## src/rtl/piso_serializer.sv

```systemverilog
// Parallel-in, serial-out converter, LSB first, valid/ready on both sides.
// Define PISO_PARITY_EN to append an even-parity bit to every frame.
module piso_serializer #(
   parameter int WIDTH = 4
) (
   input  logic             clk,
   input  logic             rst_n,
   input  logic             load_valid,
   output logic             load_ready,
   input  logic [WIDTH-1:0] load_data,
   output logic             ser_out,
   output logic             ser_valid,
   output logic             ser_last,
   input  logic             ser_ready
);

`ifdef PISO_PARITY_EN
   localparam int FRAME_LEN = WIDTH + 1;
`else
   localparam int FRAME_LEN = WIDTH;
`endif
   localparam int CW = $clog2(FRAME_LEN + 1);

   typedef enum logic {
      IDLE,
      SHIFT
   } state_t;

   state_t               r_state;
   state_t               w_state_nxt;
   logic [FRAME_LEN-1:0] r_shift;
   logic [FRAME_LEN-1:0] w_shift_nxt;
   logic [FRAME_LEN-1:0] w_frame;
   logic [CW-1:0]        r_cnt;
   logic [CW-1:0]        w_cnt_nxt;
   logic                 r_out;
   logic                 r_valid;
   logic                 r_last;
   logic                 w_out_nxt;
   logic                 w_valid_nxt;
   logic                 w_last_nxt;
   logic                 w_beat;
   logic                 w_end;
   logic                 w_load;

`ifdef PISO_PARITY_EN
   assign w_frame = {^load_data, load_data};
`else
   assign w_frame = load_data;
`endif

   assign w_beat     = r_valid && ser_ready;
   assign w_end      = w_beat && r_last;
   assign load_ready = (r_state == IDLE) || w_end;
   assign w_load     = load_valid && load_ready;

   assign ser_out   = r_out;
   assign ser_valid = r_valid;
   assign ser_last  = r_last;

   always_ff @(posedge clk or negedge rst_n) begin
      if (!rst_n) begin
         r_state <= IDLE;
         r_shift <= '0;
         r_cnt   <= '0;
         r_out   <= 1'b0;
         r_valid <= 1'b0;
         r_last  <= 1'b0;
      end else begin
         r_state <= w_state_nxt;
         r_shift <= w_shift_nxt;
         r_cnt   <= w_cnt_nxt;
         r_out   <= w_out_nxt;
         r_valid <= w_valid_nxt;
         r_last  <= w_last_nxt;
      end
   end

   // A load on the final beat takes priority so frames run without a bubble.
   always_comb begin
      w_state_nxt = r_state;
      w_shift_nxt = r_shift;
      w_cnt_nxt   = r_cnt;
      w_out_nxt   = r_out;
      w_valid_nxt = r_valid;
      w_last_nxt  = r_last;
      if (w_load) begin
         w_state_nxt = SHIFT;
         w_shift_nxt = w_frame;
         w_cnt_nxt   = '0;
         w_out_nxt   = w_frame[0];
         w_valid_nxt = 1'b1;
         w_last_nxt  = 1'b0;
      end else if (w_end) begin
         w_state_nxt = IDLE;
         w_shift_nxt = '0;
         w_cnt_nxt   = '0;
         w_out_nxt   = 1'b0;
         w_valid_nxt = 1'b0;
         w_last_nxt  = 1'b0;
      end else if (w_beat && r_state == SHIFT) begin
         w_shift_nxt = r_shift >> 1;
         w_cnt_nxt   = r_cnt + CW'(1);
         w_out_nxt   = r_shift[1];
         w_last_nxt  = (r_cnt + CW'(1)) == CW'(FRAME_LEN - 1);
      end
   end

endmodule

```

## config.mk

```make
export PLATFORM = sky130hd
export DESIGN_NAME = piso_serializer
export DESIGN_NICKNAME = d
export VERILOG_FILES = /design/src/rtl/piso_serializer.sv
export SDC_FILE = /design/constraint.sdc
export NUM_CORES = 1
export LEC_CHECK = 0
export CAP_MARGIN = 20
export CORE_AREA = 3 3 40 42
export CTS_BUF_LIST = sky130_fd_sc_hd__clkbuf_8
export DETAILED_ROUTE_END_ITERATION = 6
export DIE_AREA = 0 0 43 45
export GPL_TIMING_DRIVEN = 0
export PLACE_DENSITY = 0.61
export SLEW_MARGIN = 25
export SYNTH_ARGS = -nofsm -noshare
export SYNTH_HDL_FRONTEND = slang
export SYNTH_SLANG_ARGS = --single-unit
```

## constraint.sdc

```tcl
create_clock -name clk -period 2.75 [get_ports clk]
set_input_delay 0.55 -clock clk [delete_from_list [all_inputs] [get_ports clk]]
set_output_delay 0.55 -clock clk [all_outputs]
set_load 0.02 [all_outputs]
```

==> metrics.sh <==
CLOCKROOTBUFFER='sky130_fd_sc_hd__clkbuf_8'
SYNTH-SEQ-CELLS=9
POWER.DENSITY_CELL_AREA_mW_PER_MM2=1060
FINISH.CELL_COUNT_WITHOUT_FILLERS=77
PLACEABLECOREAREA_MM2=0.00128
SLEW_HEADROOM_PCT=72.0
FINALSETUPVIOLCOUNT=0
WORST_SKEW_PAIR.LATE_LATENCY_NS=0.23
DIE_EXTENT_IN_Y_UM=45
VIASPERCELL=5.14
SKEW_NS=0.00637
WORSTPATHMAXFANOUT=8
AVGSYNTHCELLAREA_UM2=10.3
CTS_HOLD_BUF=0
DETAIL-ROUTE-ANTENNA-NETS=0
CTS_BUFFERS=3
FINALWEIGHTEDCONGESTION=0.693
DIE_W_UM=43
SYNTH_TOP_CELLS_BY_COUNT='sky130_fd_sc_hd__dfrtp_1, sky130_fd_sc_hd__nor2_1, sky130_fd_sc_hd__nand3_1'
CLOCK_SINK_COUNT=9
POST_SYNTHESIS_NET_COUNT=57
DIE_AREA_MM2=0.00194
YOSYSSEQAREASHARE_PCT=46.6
WORSTPATHARRIVAL_NS=2.03
TOP_FLIP_FLOP_CELL_BY_INSTANCE_COUNT_AFTER_SYNTHESIS='sky130_fd_sc_hd__dfrtp_1'
YOSYSMOSTFREQUENTCELL='sky130_fd_sc_hd__dfrtp_1'
FINAL.MIN_CLOCK_PERIOD_NS=2.58
CRITICAL_PATH.STARTPOINT_TYPE='input pin'
SYNTHESIS.YOSYS.WARNINGS=0
DRV_CAP=0
CLKSLEWWORSTSETUPHOLDPATHS_NS=0.04
ROUTED-VIA-COUNT=396
DETAILEDPLACEMENTHPWL_UM=713
SYN_INST=47
POSTCTSSETUPBUFFERS=0
SYNTHARSTFLOPSHARE_PCT=100
TRITONCTS_CLOCK_TREE='built'
MAX_FREQ_GHz=0.387
GRT_FIRST_PASS_WIRELENGTH_UM=1570
GRTUSAGETOTAL_PCT=11.8
1ST_PASS_ROUTER_ITERATIONS=4
CP-END-KIND='output port'
GRT.OVERFLOW.TOTAL=0
POST-SYNTH-TOP-AREA-CELL='sky130_fd_sc_hd__dfrtp_1'
GRT_ANTENNA_BEFORE_REPAIR=0
WORSTSETUPPATHTYPE='in -> out'
DP.CELLS=73
DETAIL_ROUTE.DRC_VIOLATIONS=0
POSTCTSRESIZEDCELLS=0
FINAL.HOLD.WORST_SLACK_NS=0.533
MAX-VDD-IR-DROP_uV=505
REQUIRED_TIME_OF_THE_CRITICAL_PATH_NS=2.20
VIOLATION_COUNT_AFTER_THE_FIRST_DETAILED_ROUTE_ITERATION=10
NUMBER_OF_GLOBAL_ROUTE_VIAS_BEFORE_REPAIR=349
LEAKAGEPOWER_nW=0.277
POST-SYNTH-TOP-AREA-FRACTION_PCT=46.6
HOLDCRITPATHCLASS='reg -> reg'
HOLD_VIOLATIONS=0
MAX-CLOCK-PATH-BUFFERS=2
STATUS='finished clean'
NUMBER_OF_ENABLE_TYPE_REGISTER_CELLS_IN_THE_SYNTHESIZED_NETLIST=0
TIGHTESTPINTRANSITION_NS=0.419
NFILLCELLS=125
ROUTED_WIRELENGTH_UM=995
FINAL_NETS=73
FINAL_MAX_SLEW_VIOL_COUNT=0
SYNTH_AREA_UM2=483
WL_PER_CELL_UM=12.9
YOSYSUNIQUECELLTYPES=21
TOTAL_OF_BUFFERS_PLACED_ON_INPUT_AND_OUTPUT_PORTS=11
GRT_START_MAX_NET_PINS=10
FLOORPLAN.IO_PINS=12
FLOORPLAN.ROWS=13
SYNTH.AREA.TOP_CELLS='sky130_fd_sc_hd__dfrtp_1, sky130_fd_sc_hd__ha_1, sky130_fd_sc_hd__mux2_2, sky130_fd_sc_hd__nand3b_1, sky130_fd_sc_hd__nor2_1'
AREA_DELTA_SYNTH_FINAL_PCT=36.0
SETUP-TNS-FINAL_NS=0
PERIOD_SHARE_PCT=93.9
STARTING_DENSITY_OF_THE_CORE_PCT=37.6
H-TREE-DEPTH=1
NUM_ANTENNA_CELLS=0
RSZ_0062_RAISED_AFTER_GLOBAL_ROUTING='false'
LAYOUT-DRIVE-GT1-SHARE_PCT=14.5
power by group:
part | internal [mW] | total [mW] | switching [mW]
registers | 0.189 | 0.227 | 0.0383
clock network | 0.0970 | 0.148 | 0.0505
logic | 0.170 | 0.323 | 0.153
total | 0.456 | 0.698 | 0.242
state kept, by name, indices dropped and copies added, names as in the netlist:
signal	count
ser_valid	1
r_cnt	3
r_shift	4
ser_last	1
stage by stage:
step | setup WS [ns] | area (um2) | total power, mW | utilization, %
floorplan | 1.27 | 483 | 0.448 | -
global placement | 0.177 | 612 | 0.545 | 47.6
detailed placement | 0.176 | 612 | 0.553 | 47.6
CTS | 0.169 | 657 | 0.707 | 51.1
global route | 0.117 | 657 | 0.750 | 51.1
finish | 0.169 | 657 | 0.698 | 51.1
worst max-delay path, stage by stage:
cell and delay (ns):
sky130_fd_sc_hd__clkdlybuf4s50_1 0.61, sky130_fd_sc_hd__a21bo_2 0.25, sky130_fd_sc_hd__clkdlybuf4s50_1 0.62
metal layers:
metal / global-route usage [%] / wire length (um) / up-vias
met5: 0 / 0 / -
met4: 5.42 / 18 / 0
met3: 7.17 / 65 / 2
met2: 16.5 / 459 / 9
met1: 14.4 / 452 / 181
li1: - / - / 204
cell usage in the layout (no fill, tap or decap), drive strengths merged:
cell	instances
nand3b	3
a32o	1
clkdlybuf4s50	11
ha	2
buf	1
nand4	1
or3b	1
mux2	2
xnor2	1
clkbuf	4
a31oi	3
dfrtp	9
a22o	3
inv	3
a21bo	1
o21ai	3
mux2i	1
nand2b	2
nor2	6
nand3	4
final timing paths:
kind	from	end	slack (ns)	cells after the start
setup / recovery	ser_ready	load_ready	0.17	3
hold / removal	r_shift[3]	r_shift[3]	0.53	2
setup reg to reg	r_cnt[0]	r_cnt[1]	1.39	5
hold reg to reg	r_shift[3]	r_shift[3]	0.53	2
max in group asynchronous	rst_n	ser_valid	1.83	1
min in group asynchronous	rst_n	ser_last	0.62	1
cell families after synthesis:
logic type / count (synthesis) / synth area share, %
and+or+nand+nor: 17 / 19.2
AOI/OAI and AO/OA: 11 / 16.8
DFF: 9 / 46.6
buffers and inverters: 4 / 3.63
muxes: 3 / 6.74
adders and majority gates: 2 / 5.18
xor gates and xnor gates: 1 / 1.81
area by class of cell:
class	count	area [um2]	share of cell area [%]
sequential	9	225	34.3
clock inverter	1	3.75	0.571
multi-input combinational	34	240	36.6
buffer	2	10.0	1.52
tap	15	18.8	2.86
inverter	2	7.51	1.14
timing repair buffer	11	110	16.8
clock buffer	3	41.3	6.29
Note: power is estimated with default switching activity, not from simulation.
